--- src/rtl/msrh_pkg.sv ---
// rtl/msrh_pkg.sv - shared types for the integer issue path
package msrh_pkg;
    localparam int TGT_BUS_SIZE = 2;
    localparam int RNID_W       = 6;
    localparam int XLEN         = 32;

    typedef enum logic {
        GPR = 1'b0,
        FPR = 1'b1
    } reg_t;

    typedef struct packed {
        logic              valid;
        logic [31:0]       inst;
        logic [XLEN-1:0]   pc_addr;
        logic              rd_valid;
        reg_t              rd_type;
        logic [RNID_W-1:0] rd_rnid;
        logic              rs1_valid;
        reg_t              rs1_type;
        logic [RNID_W-1:0] rs1_rnid;
        logic              rs1_pred_ready;
        logic              rs2_valid;
        reg_t              rs2_type;
        logic [RNID_W-1:0] rs2_rnid;
        logic              rs2_pred_ready;
    } issue_t;

    typedef struct packed {
        logic              valid;
        reg_t              rd_type;
        logic [RNID_W-1:0] rd_rnid;
    } phy_wr_t;
endpackage

--- src/rtl/msrh_done_if.sv ---
// rtl/msrh_done_if.sv - completion report from the ALU pipe back to its issue unit
interface msrh_done_if #(parameter int ENTRY_SIZE = 8);
    logic                  done;
    logic [ENTRY_SIZE-1:0] index_oh;
    logic                  except_valid;
    logic [3:0]            except_type;

    modport master (output done, index_oh, except_valid, except_type);
    modport slave  (input  done, index_oh, except_valid, except_type);
endinterface

--- src/rtl/msrh_alu_issue_unit_age.sv ---
// rtl/msrh_alu_issue_unit_age.sv - age matrix picking the oldest requesting entry
module msrh_age_matrix #(
    parameter int ENTRY_SIZE = 8
) (
    input  logic                  i_clk,
    input  logic                  i_reset_n,
    input  logic                  i_flush,
    input  logic [ENTRY_SIZE-1:0] i_alloc_oh,
    input  logic [ENTRY_SIZE-1:0] i_free,
    input  logic [ENTRY_SIZE-1:0] i_req,
    output logic [ENTRY_SIZE-1:0] o_oldest_oh
);
    // older_q[i][j] = 1 means entry j was allocated before entry i
    logic [ENTRY_SIZE-1:0] older_q [ENTRY_SIZE];
    logic [ENTRY_SIZE-1:0] older_d [ENTRY_SIZE];

    always_comb begin
        for (int i = 0; i < ENTRY_SIZE; i++) begin
            for (int j = 0; j < ENTRY_SIZE; j++) begin
                older_d[i][j] = older_q[i][j];
                if (i_free[i] || i_free[j]) older_d[i][j] = 1'b0;
                if (i_alloc_oh[i])          older_d[i][j] = (i != j);
                else if (i_alloc_oh[j])     older_d[i][j] = 1'b0;
            end
        end
    end

    always_ff @(posedge i_clk or negedge i_reset_n) begin
        if (!i_reset_n) begin
            for (int i = 0; i < ENTRY_SIZE; i++) older_q[i] <= '0;
        end else if (i_flush) begin
            for (int i = 0; i < ENTRY_SIZE; i++) older_q[i] <= '0;
        end else begin
            for (int i = 0; i < ENTRY_SIZE; i++) older_q[i] <= older_d[i];
        end
    end

    always_comb begin
        for (int i = 0; i < ENTRY_SIZE; i++)
            o_oldest_oh[i] = i_req[i] & ~(|(i_req & older_q[i]));
    end
endmodule

--- src/rtl/msrh_alu_issue_unit.sv ---
// rtl/msrh_alu_issue_unit.sv - reservation station feeding one ALU pipe
module msrh_alu_issue_unit
    import msrh_pkg::*;
#(
    parameter int ENTRY_SIZE = 8
) (
    input  logic                  i_clk,
    input  logic                  i_reset_n,
    input  logic                  i_flush_valid,
    input  logic                  i_disp_valid,
    input  issue_t                i_disp_issue,
    output logic                  o_disp_ready,
    input  phy_wr_t               i_phy_wr [TGT_BUS_SIZE],
    input  logic                  i_muldiv_stall,
    output issue_t                o_issue,
    output logic [ENTRY_SIZE-1:0] o_issue_index,
    msrh_done_if.slave            done_if
);
    typedef enum logic [1:0] {FREE, WAIT, READY, ISSUED} state_t;

    state_t                state_q   [ENTRY_SIZE];
    issue_t                entry_q   [ENTRY_SIZE];
    logic [ENTRY_SIZE-1:0] rs1_rdy_q, rs2_rdy_q;
    logic [ENTRY_SIZE-1:0] free_vec, ready_vec, issued_vec;
    logic [ENTRY_SIZE-1:0] alloc_oh, done_oh, req_vec, grant_oh;
    logic [ENTRY_SIZE-1:0] rs1_wake, rs2_wake;
    logic                  disp_fire, disp_rs1_rdy, disp_rs2_rdy;
    issue_t                sel_issue;
    logic                  unused_done_except;

    function automatic logic wake_hit(input reg_t t, input logic [RNID_W-1:0] rnid);
        logic hit;
        hit = 1'b0;
        for (int k = 0; k < TGT_BUS_SIZE; k++)
            hit |= i_phy_wr[k].valid && (i_phy_wr[k].rd_type == t) && (i_phy_wr[k].rd_rnid == rnid);
        return hit;
    endfunction

    always_comb begin
        for (int i = 0; i < ENTRY_SIZE; i++) begin
            free_vec[i]   = (state_q[i] == FREE);
            ready_vec[i]  = (state_q[i] == READY);
            issued_vec[i] = (state_q[i] == ISSUED);
            rs1_wake[i]   = rs1_rdy_q[i] | wake_hit(entry_q[i].rs1_type, entry_q[i].rs1_rnid);
            rs2_wake[i]   = rs2_rdy_q[i] | wake_hit(entry_q[i].rs2_type, entry_q[i].rs2_rnid);
        end
    end

    // Ready is derived from registered state only, so a slot freed this cycle is not offered yet
    assign o_disp_ready = |free_vec;
    assign disp_fire    = i_disp_valid & o_disp_ready & ~i_flush_valid;
    assign alloc_oh     = disp_fire ? (free_vec & (~free_vec + 1'b1)) : '0;
    assign done_oh      = {ENTRY_SIZE{done_if.done}} & done_if.index_oh & issued_vec;
    assign req_vec      = ready_vec & {ENTRY_SIZE{~i_muldiv_stall}};

    assign disp_rs1_rdy = !i_disp_issue.rs1_valid || (i_disp_issue.rs1_rnid == '0) ||
                          wake_hit(i_disp_issue.rs1_type, i_disp_issue.rs1_rnid);
    assign disp_rs2_rdy = !i_disp_issue.rs2_valid || (i_disp_issue.rs2_rnid == '0) ||
                          wake_hit(i_disp_issue.rs2_type, i_disp_issue.rs2_rnid);

    assign unused_done_except = ^{done_if.except_valid, done_if.except_type};

    msrh_age_matrix #(.ENTRY_SIZE(ENTRY_SIZE)) u_age (
        .i_clk       (i_clk),
        .i_reset_n   (i_reset_n),
        .i_flush     (i_flush_valid),
        .i_alloc_oh  (alloc_oh),
        .i_free      (done_oh),
        .i_req       (req_vec),
        .o_oldest_oh (grant_oh)
    );

    always_ff @(posedge i_clk or negedge i_reset_n) begin
        if (!i_reset_n) begin
            for (int i = 0; i < ENTRY_SIZE; i++) begin
                state_q[i] <= FREE;
                entry_q[i] <= '0;
            end
            rs1_rdy_q <= '0;
            rs2_rdy_q <= '0;
        end else if (i_flush_valid) begin
            for (int i = 0; i < ENTRY_SIZE; i++) state_q[i] <= FREE;
        end else begin
            for (int i = 0; i < ENTRY_SIZE; i++) begin
                case (state_q[i])
                    FREE: if (alloc_oh[i]) begin
                        entry_q[i]   <= i_disp_issue;
                        rs1_rdy_q[i] <= disp_rs1_rdy;
                        rs2_rdy_q[i] <= disp_rs2_rdy;
                        state_q[i]   <= (disp_rs1_rdy && disp_rs2_rdy) ? READY : WAIT;
                    end
                    WAIT: begin
                        rs1_rdy_q[i] <= rs1_wake[i];
                        rs2_rdy_q[i] <= rs2_wake[i];
                        if (rs1_wake[i] && rs2_wake[i]) state_q[i] <= READY;
                    end
                    READY:   if (grant_oh[i]) state_q[i] <= ISSUED;
                    ISSUED:  if (done_oh[i])  state_q[i] <= FREE;
                    default: state_q[i] <= FREE;
                endcase
            end
        end
    end

    always_comb begin
        sel_issue = '0;
        for (int i = 0; i < ENTRY_SIZE; i++)
            if (grant_oh[i]) sel_issue = issue_t'(sel_issue | entry_q[i]);
        sel_issue.valid          = 1'b1;
        sel_issue.rs1_pred_ready = 1'b0;
        sel_issue.rs2_pred_ready = 1'b0;
    end

    always_ff @(posedge i_clk or negedge i_reset_n) begin
        if (!i_reset_n) begin
            o_issue       <= '0;
            o_issue_index <= '0;
        end else if (i_flush_valid || (grant_oh == '0)) begin
            o_issue       <= '0;
            o_issue_index <= '0;
        end else begin
            o_issue       <= sel_issue;
            o_issue_index <= grant_oh;
        end
    end

`ifdef SIMULATION
    always_ff @(posedge i_clk) begin
        if (i_reset_n && i_disp_valid && !o_disp_ready)
            $fatal(1, "dispatch while issue unit is full");
        if (i_reset_n && done_if.done && ((done_if.index_oh & ~issued_vec) != '0))
            $error("done index hits a non-issued entry");
    end
`endif
endmodule
--- src/flat_wrapper.sv ---
// flat-port wrapper written by rule: the top's interface ports become plain ports
module msrh_alu_issue_unit_flat import msrh_pkg::*;
#(
    parameter int ENTRY_SIZE = 8
)
  (i_clk, i_reset_n, i_flush_valid, i_disp_valid, i_disp_issue, o_disp_ready, i_phy_wr, i_muldiv_stall, o_issue, o_issue_index, done_if_done, done_if_index_oh, done_if_except_valid, done_if_except_type);
  msrh_done_if #(.ENTRY_SIZE(ENTRY_SIZE)) done_if_i ();
  input  logic i_clk;
  input  logic i_reset_n;
  input  logic i_flush_valid;
  input  logic i_disp_valid;
  input  issue_t i_disp_issue;
  output logic o_disp_ready;
  input  phy_wr_t i_phy_wr[TGT_BUS_SIZE];
  input  logic i_muldiv_stall;
  output issue_t o_issue;
  output logic [ENTRY_SIZE-1:0] o_issue_index;
  input wire logic [$bits(done_if_i.done)-1:0] done_if_done;
  input wire logic [$bits(done_if_i.index_oh)-1:0] done_if_index_oh;
  input wire logic [$bits(done_if_i.except_valid)-1:0] done_if_except_valid;
  input wire logic [$bits(done_if_i.except_type)-1:0] done_if_except_type;
  assign done_if_i.done = done_if_done;
  assign done_if_i.index_oh = done_if_index_oh;
  assign done_if_i.except_valid = done_if_except_valid;
  assign done_if_i.except_type = done_if_except_type;
  msrh_alu_issue_unit #(.ENTRY_SIZE(ENTRY_SIZE)) u_core (.i_clk(i_clk), .i_reset_n(i_reset_n), .i_flush_valid(i_flush_valid), .i_disp_valid(i_disp_valid), .i_disp_issue(i_disp_issue), .o_disp_ready(o_disp_ready), .i_phy_wr(i_phy_wr), .i_muldiv_stall(i_muldiv_stall), .o_issue(o_issue), .o_issue_index(o_issue_index), .done_if(done_if_i));
endmodule
--- config.mk ---
export PLATFORM = sky130hd
export DESIGN_NAME = msrh_alu_issue_unit_flat
export DESIGN_NICKNAME = d
export VERILOG_FILES = /design/src/rtl/msrh_pkg.sv /design/src/rtl/msrh_done_if.sv /design/src/rtl/msrh_alu_issue_unit_age.sv /design/src/rtl/msrh_alu_issue_unit.sv /design/src/flat_wrapper.sv
export SDC_FILE = /design/constraint.sdc
export NUM_CORES = 2
export LEC_CHECK = 0
export BUFFER_PORTS_ARGS = -buffer_cell sky130_fd_sc_hd__buf_2
export CAP_MARGIN = 20
export CELL_PAD_IN_SITES_DETAIL_PLACEMENT = 0
export CELL_PAD_IN_SITES_GLOBAL_PLACEMENT = 2
export CORE_MARGIN = 5
export CORE_UTILIZATION = 40
export CTS_BUF_LIST = sky130_fd_sc_hd__clkbuf_2
export CTS_CLUSTER_DIAMETER = 100
export CTS_CLUSTER_SIZE = 30
export DETAILED_ROUTE_END_ITERATION = 12
export PLACE_DENSITY = 0.79
export SLEW_MARGIN = 20
export SYNTH_ARGS = -nofsm -noshare
export SYNTH_HDL_FRONTEND = slang
export SYNTH_SLANG_ARGS = --single-unit
--- constraint.sdc ---
create_clock -name i_clk -period 7.6 [get_ports i_clk]
set_input_delay 1.14 -clock i_clk [delete_from_list [all_inputs] [get_ports i_clk]]
set_output_delay 1.14 -clock i_clk [all_outputs]
set_load 0.05 [all_outputs]
=== Word level (Yosys, flattened, before mapping) ===
Index checks and enable logic that the tools add are counted.
Widths: inputs -> output; s select.

* Register bits after elaboration: 915
* Word-level logic and storage cells: 864

* Add/sub/neg operators: 1
* Equal/unequal tests: 136
* Muxes and demuxes: 242
* Bitwise logic cells: 74
* Reductions and logical operators: 204

{| class="wikitable"
|+ Operators with widths
! kind !! count
|-
| $mux 90 || 8
|-
| $or 90x90->90 || 7
|-
| $eq 6x6->1 || 36
|-
| $mux 1 || 172
|-
| $reduce_bool 4->1 || 28
|-
| $and 8x8->8 || 12
|-
| $mux 91 || 1
|-
| $logic_and 1x1->1 || 81
|-
| $ne 3x3->1 const B || 24
|-
| $reduce_or 8->1 || 9
|-
| $mux 2 || 33
|-
| $mux 64 || 1
|-
| $pmux 2 s4 || 8
|-
| $reduce_and 3->1 || 16
|-
| $eq 1x1->1 || 36
|-
| $or 1x1->1 || 34
|-
| $logic_or 1x1->1 || 33
|-
| $eq 2x2->1 const B || 16
|-
| $pmux 1 s2 || 16
|-
| $reduce_and 4->1 || 8
|-
| $ne 3x2->1 const B || 8
|-
| $reduce_bool 3->1 || 8
|-
| $eq 2x1->1 const B || 8
|-
| $logic_not 2->1 || 8
|-
| other kinds (11) || 46
|}

=== Depth between registers and ports, before layout ===
* Depth in word-level cells: 22
* Depth in mapped cells: 11

=== Cells and area by module ===
From an unflattened synthesis, not the netlist that was laid out.

* Cells, all modules: 3,559
* Area total of the unflattened synthesis: 40,737.8 um^2

{| class="wikitable"
|+ By module, submodules not included
! module !! instances !! cells each !! area each (um^2) !! seq. area each (um^2)
|-
| msrh_alu_issue_unit || 1 || 3,313 || 38,224.2 || 20,845.0
|-
| msrh_age_matrix || 1 || 246 || 2,513.7 || 1,401.3
|}

=== Worst setup path before layout ===
No wires, ideal clock.

* Kind: register -> output
* Start point: reg u_core.state_q[14] in the netlist's numbering
* End point: out o_disp_ready
* Data arrival time: 1,940 ps
* Path slack: 4,520 ps
* Cell stages (with the launch flop): 6
* Path buffers: 1
* Path through: dfrtp_1 > inv_1 > ha_1 > clkbuf_1 > or4_1 > nand4b_1

* Longest elaborated chain between the ends: 2

{| class="wikitable"
|+ RTL lines
! what !! line !! RTL
|-
| start, declared || msrh_alu_issue_unit.sv:21 || <nowiki>state_t state_q [ENTRY_SIZE];</nowiki>
|-
| start signal, assigned by index || msrh_alu_issue_unit.sv:90 || <nowiki>state_q[i] <= (disp_rs1_rdy && disp_rs2_rdy) ? READY : WAIT;</nowiki>
|-
| $logic_not 2->1 || msrh_alu_issue_unit.sv:41 || <nowiki>free_vec[i] = (state_q[i] == FREE);</nowiki>
|-
| $reduce_or 8->1 || msrh_alu_issue_unit.sv:50 || <nowiki>assign o_disp_ready = |free_vec;</nowiki>
|-
| end, declared || flat_wrapper.sv:13 || <nowiki>output logic o_disp_ready;</nowiki>
|}

No other way between the ends.

=== Worst setup path in the final report ===
* Start point: reg u_core.state_q[12] in the netlist's numbering
* End point: out o_disp_ready

Same word-level chain as after synthesis.

==> results.sh <==
export IMPL_status="complete, no violations"
export IMPL_yosys_warnings=0
export IMPL_wire_per_inst_um=24.57
export IMPL_vias=28690
export IMPL_worst_pin_slew_ps=1120
export IMPL_synthesis_area_um2=39960
export IMPL_hp_class="in -> reg"
export IMPL_syn_inst=3560
export IMPL_crit_arrival_ps=3540
export IMPL_ys_async_sr_fraction=1.000
export IMPL_ys_top_cells_by_area="dfrtp_1 (56%), nand2_1 (8.4%), mux2_1 (8.3%)"
export IMPL_start_kind="flop"
export IMPL_yosys_top_cells_count="dfrtp_1 (889), nand2_1 (889), mux2_1 (295), xnor2_1 (242), clkbuf_1 (197)"
export IMPL_drc_errors=0
export IMPL_ys_seq_area_frac=0.5567
export IMPL_grt_pass1_vias=29300
export IMPL_clock_latency_ps=1370
export IMPL_postCtsResizedCells=0
export IMPL_cts_hold_repair_buffers=89
export IMPL_grt_usage=0.2281
export IMPL_cts_tree="yes"
export IMPL_antenna_found_initial=19
export IMPL_die_w_um=326.1
export IMPL_synth_edf_count=0
export IMPL_portBuffers=215
export IMPL_endpoint_kind="output pin"
export IMPL_synth_seq_cells=889
export IMPL_path_max_fanout=10
export IMPL_start_util=0.4013
export IMPL_place_congestion=0.7998
export IMPL_total_power_mw=11.51
export IMPL_cts_buffers=38
export IMPL_slew_violations=0
export IMPL_die_area_um2=106300
export IMPL_clock_root_buffer="clkbuf_2"
export IMPL_grt_first_pass_wirelength_mm=189.1
export IMPL_max_cap_violations=0
export IMPL_period_minus_slack_ps=4681
export IMPL_hpwl_mm=70.92
export IMPL_clock_skew_ps=151.5
export IMPL_rsz0062_at_grt="false"
export IMPL_dp_cells=4859
export IMPL_synth_largest_area_cell="dfrtp_1"
export IMPL_vdd_drop_max_mv=0.1562
export IMPL_cts_sinks=889
export IMPL_core_area_um2=99570
export IMPL_crit_path_cell_trace="inv_1 -> ha_1 -> or4_1 -> nand4b_1 -> buf_2"
export IMPL_drive_gt1_frac=0.1351
export IMPL_fp_dieH_um=326.1
export IMPL_wl_mm=123.4
export IMPL_grt_overflow=0
export IMPL_num_fill_cells=9532
export IMPL_drt_pass1_iter_count=10
export IMPL_synth_top_area_frac=0.5567
export IMPL_min_period_over_period=0.6160
export IMPL_dominantRegCellSynth="dfrtp_1"
export IMPL_path_clk_slew_ps=550
export IMPL_synth_cell_types=63
export IMPL_fin_cells=5021
export IMPL_critical_path_max_stage_delay_ps=640
export IMPL_io_pins=226
export IMPL_cellPowerDensity_nw_per_um2=264.8
export IMPL_crit_slowest_cell="or4_1"
export IMPL_grt_max_degree=165
export IMPL_slew_headroom=0.2532
export IMPL_synth_avg_cell_area_um2=11.22
export IMPL_setup_viol=0
export IMPL_hold_viol_final=0
export IMPL_detail_route_antenna_nets=0
export IMPL_worstSetupPathType="reg -> out"
export IMPL_h_tree_depth=2
export IMPL_layout_nets=3848
export IMPL_leakagePower_nw=20.75
export IMPL_worst_path_dominant_cell_family="simple AND/OR/NAND/NOR gates"
export IMPL_syn_to_final_growth_pct=8.789
export IMPL_path_buf_inv=2
export IMPL_vias_per_cell=5.713
export IMPL_fin_util=0.4366
export IMPL_clk_path_buf_depth=3
export IMPL_max_freq_ghz=0.2136
export IMPL_num_rows=116
export IMPL_setup_tns_ps=0
export IMPL_crit_required_ps=6460
export IMPL_drtIter0Drc=3118
export IMPL_post_cts_buffers=0
==> cells in the final DEF (no fill, tap or decap), types with 6 or more instances in the layout <==
cell	instances
buf_4	45
nand2_1	885
a22oi_1	115
nor3_1	12
inv_1	36
and2_1	10
nor2_1	36
mux2_1	295
dfrtp_1	889
a31oi_1	94
o21ai_0	13
a222oi_1	176
mux2_2	157
nand4_1	88
ha_1	32
o21ai_1	17
buf_2	214
nand2b_1	6
dlygate4sd3_1	89
xnor2_1	242
nor4_1	14
nand3_1	41
clkbuf_2	45
xor2_1	10
buf_12	7
or4_1	8
a21oi_1	30
diode_2	15
==> power by group <==
group | total (mW) | leakage [nW] | switching [mW] | internal (mW)
combinational | 3.23 | 8.57 | 1.87 | 1.36
sequential | 6.57 | 11.9 | 0.736 | 5.83
clock | 1.71 | 0.251 | 1.48 | 0.227
total | 11.5 | 20.7 | 4.09 | 7.42
==> worst paths after layout <==
kind,from,end,slack [ps],cells past startpoint
min reg2reg,u_core.entry_q[77],u_core.entry_q[77],510,2
max reg2reg,u_core.state_q[6],u_core.o_issue[57],3350,9
max,u_core.state_q[12],o_disp_ready,2920,5
min in group asynchronous,i_reset_n,u_core.entry_q[133],370,2
max in group asynchronous,i_reset_n,u_core.entry_q[243],5600,4
min,done_if_index_oh[3],u_core.u_age.older_q[33],180,5
==> cell families (layout without fill, tap and decap cells) <==
| family | Yosys count | in the layout | synth area share |
|---|---|---|---|
| and+or+nand+nor | 1126 | 1126 | 0.1170 |
| DFF | 889 | 889 | 0.5567 |
| AOI/OAI and AO/OA | 499 | 499 | 0.1019 |
| muxes | 456 | 456 | 0.1284 |
| buffers and inverters | 305 | 452 | 0.03062 |
| xor gates and xnor gates | 252 | 252 | 0.05523 |
| adders and majority gates | 32 | 32 | 0.01002 |
| other | 1 | 17 | 0.00009384 |
==> area by class of cell <==
cell class,instances,area [um^2],area share
flip-flops and latches,889,22250,0.5117
multi-input cells,2367,16590,0.3816
repair buffers,356,2455,0.05647
well taps,1298,1624,0.03736
clock buffers,45,225.2,0.005181
clock inverters,13,151.4,0.003483
inverters,38,142.6,0.003281
diodes,15,37.54,0.0008635
==> worst register-to-register path, stage by stage, from the launching register on <==
cell	delay, ps
dfrtp_1	520
inv_1	80
ha_1	410
a22oi_1	250
nand3_1	170
a2111oi_4	290
buf_4	670
buf_4	790
a222oi_1	280
a31oi_1	630
==> flip-flops by register name (all words and copies together) (netlist names) <==
register,cells
u_core.rs1_rdy_q,8
u_core.entry_q,704
u_core.state_q,16
u_core.u_age.older_q,56
u_core.o_issue,89
u_core.rs2_rdy_q,8
u_core.o_issue_index,8
==> per-layer routing <==
metal / track usage / share of wire / vias up
met5: 0 / 0.00045 / -
met2: 0.3710 / 0.47 / 797
li1: - / - / 12880
met3: 0.02909 / 0.056 / 115
met1: 0.3295 / 0.46 / 14890
met4: 0.04991 / 0.020 / 8
==> stage by stage <==
step	worst slack, ps	cell area, um^2	hold WS, ps
3_3_place_gp	2919	42150	450.2
2_1_floorplan	4520	39960	439.4
3_5_place_dp	2906	42170	456.3
4_1_cts	2761	43430	54.26
5_1_grt	2723	43450	118.9
6_report	2919	43470	181.0
Power figures use the tool's default switching activity.
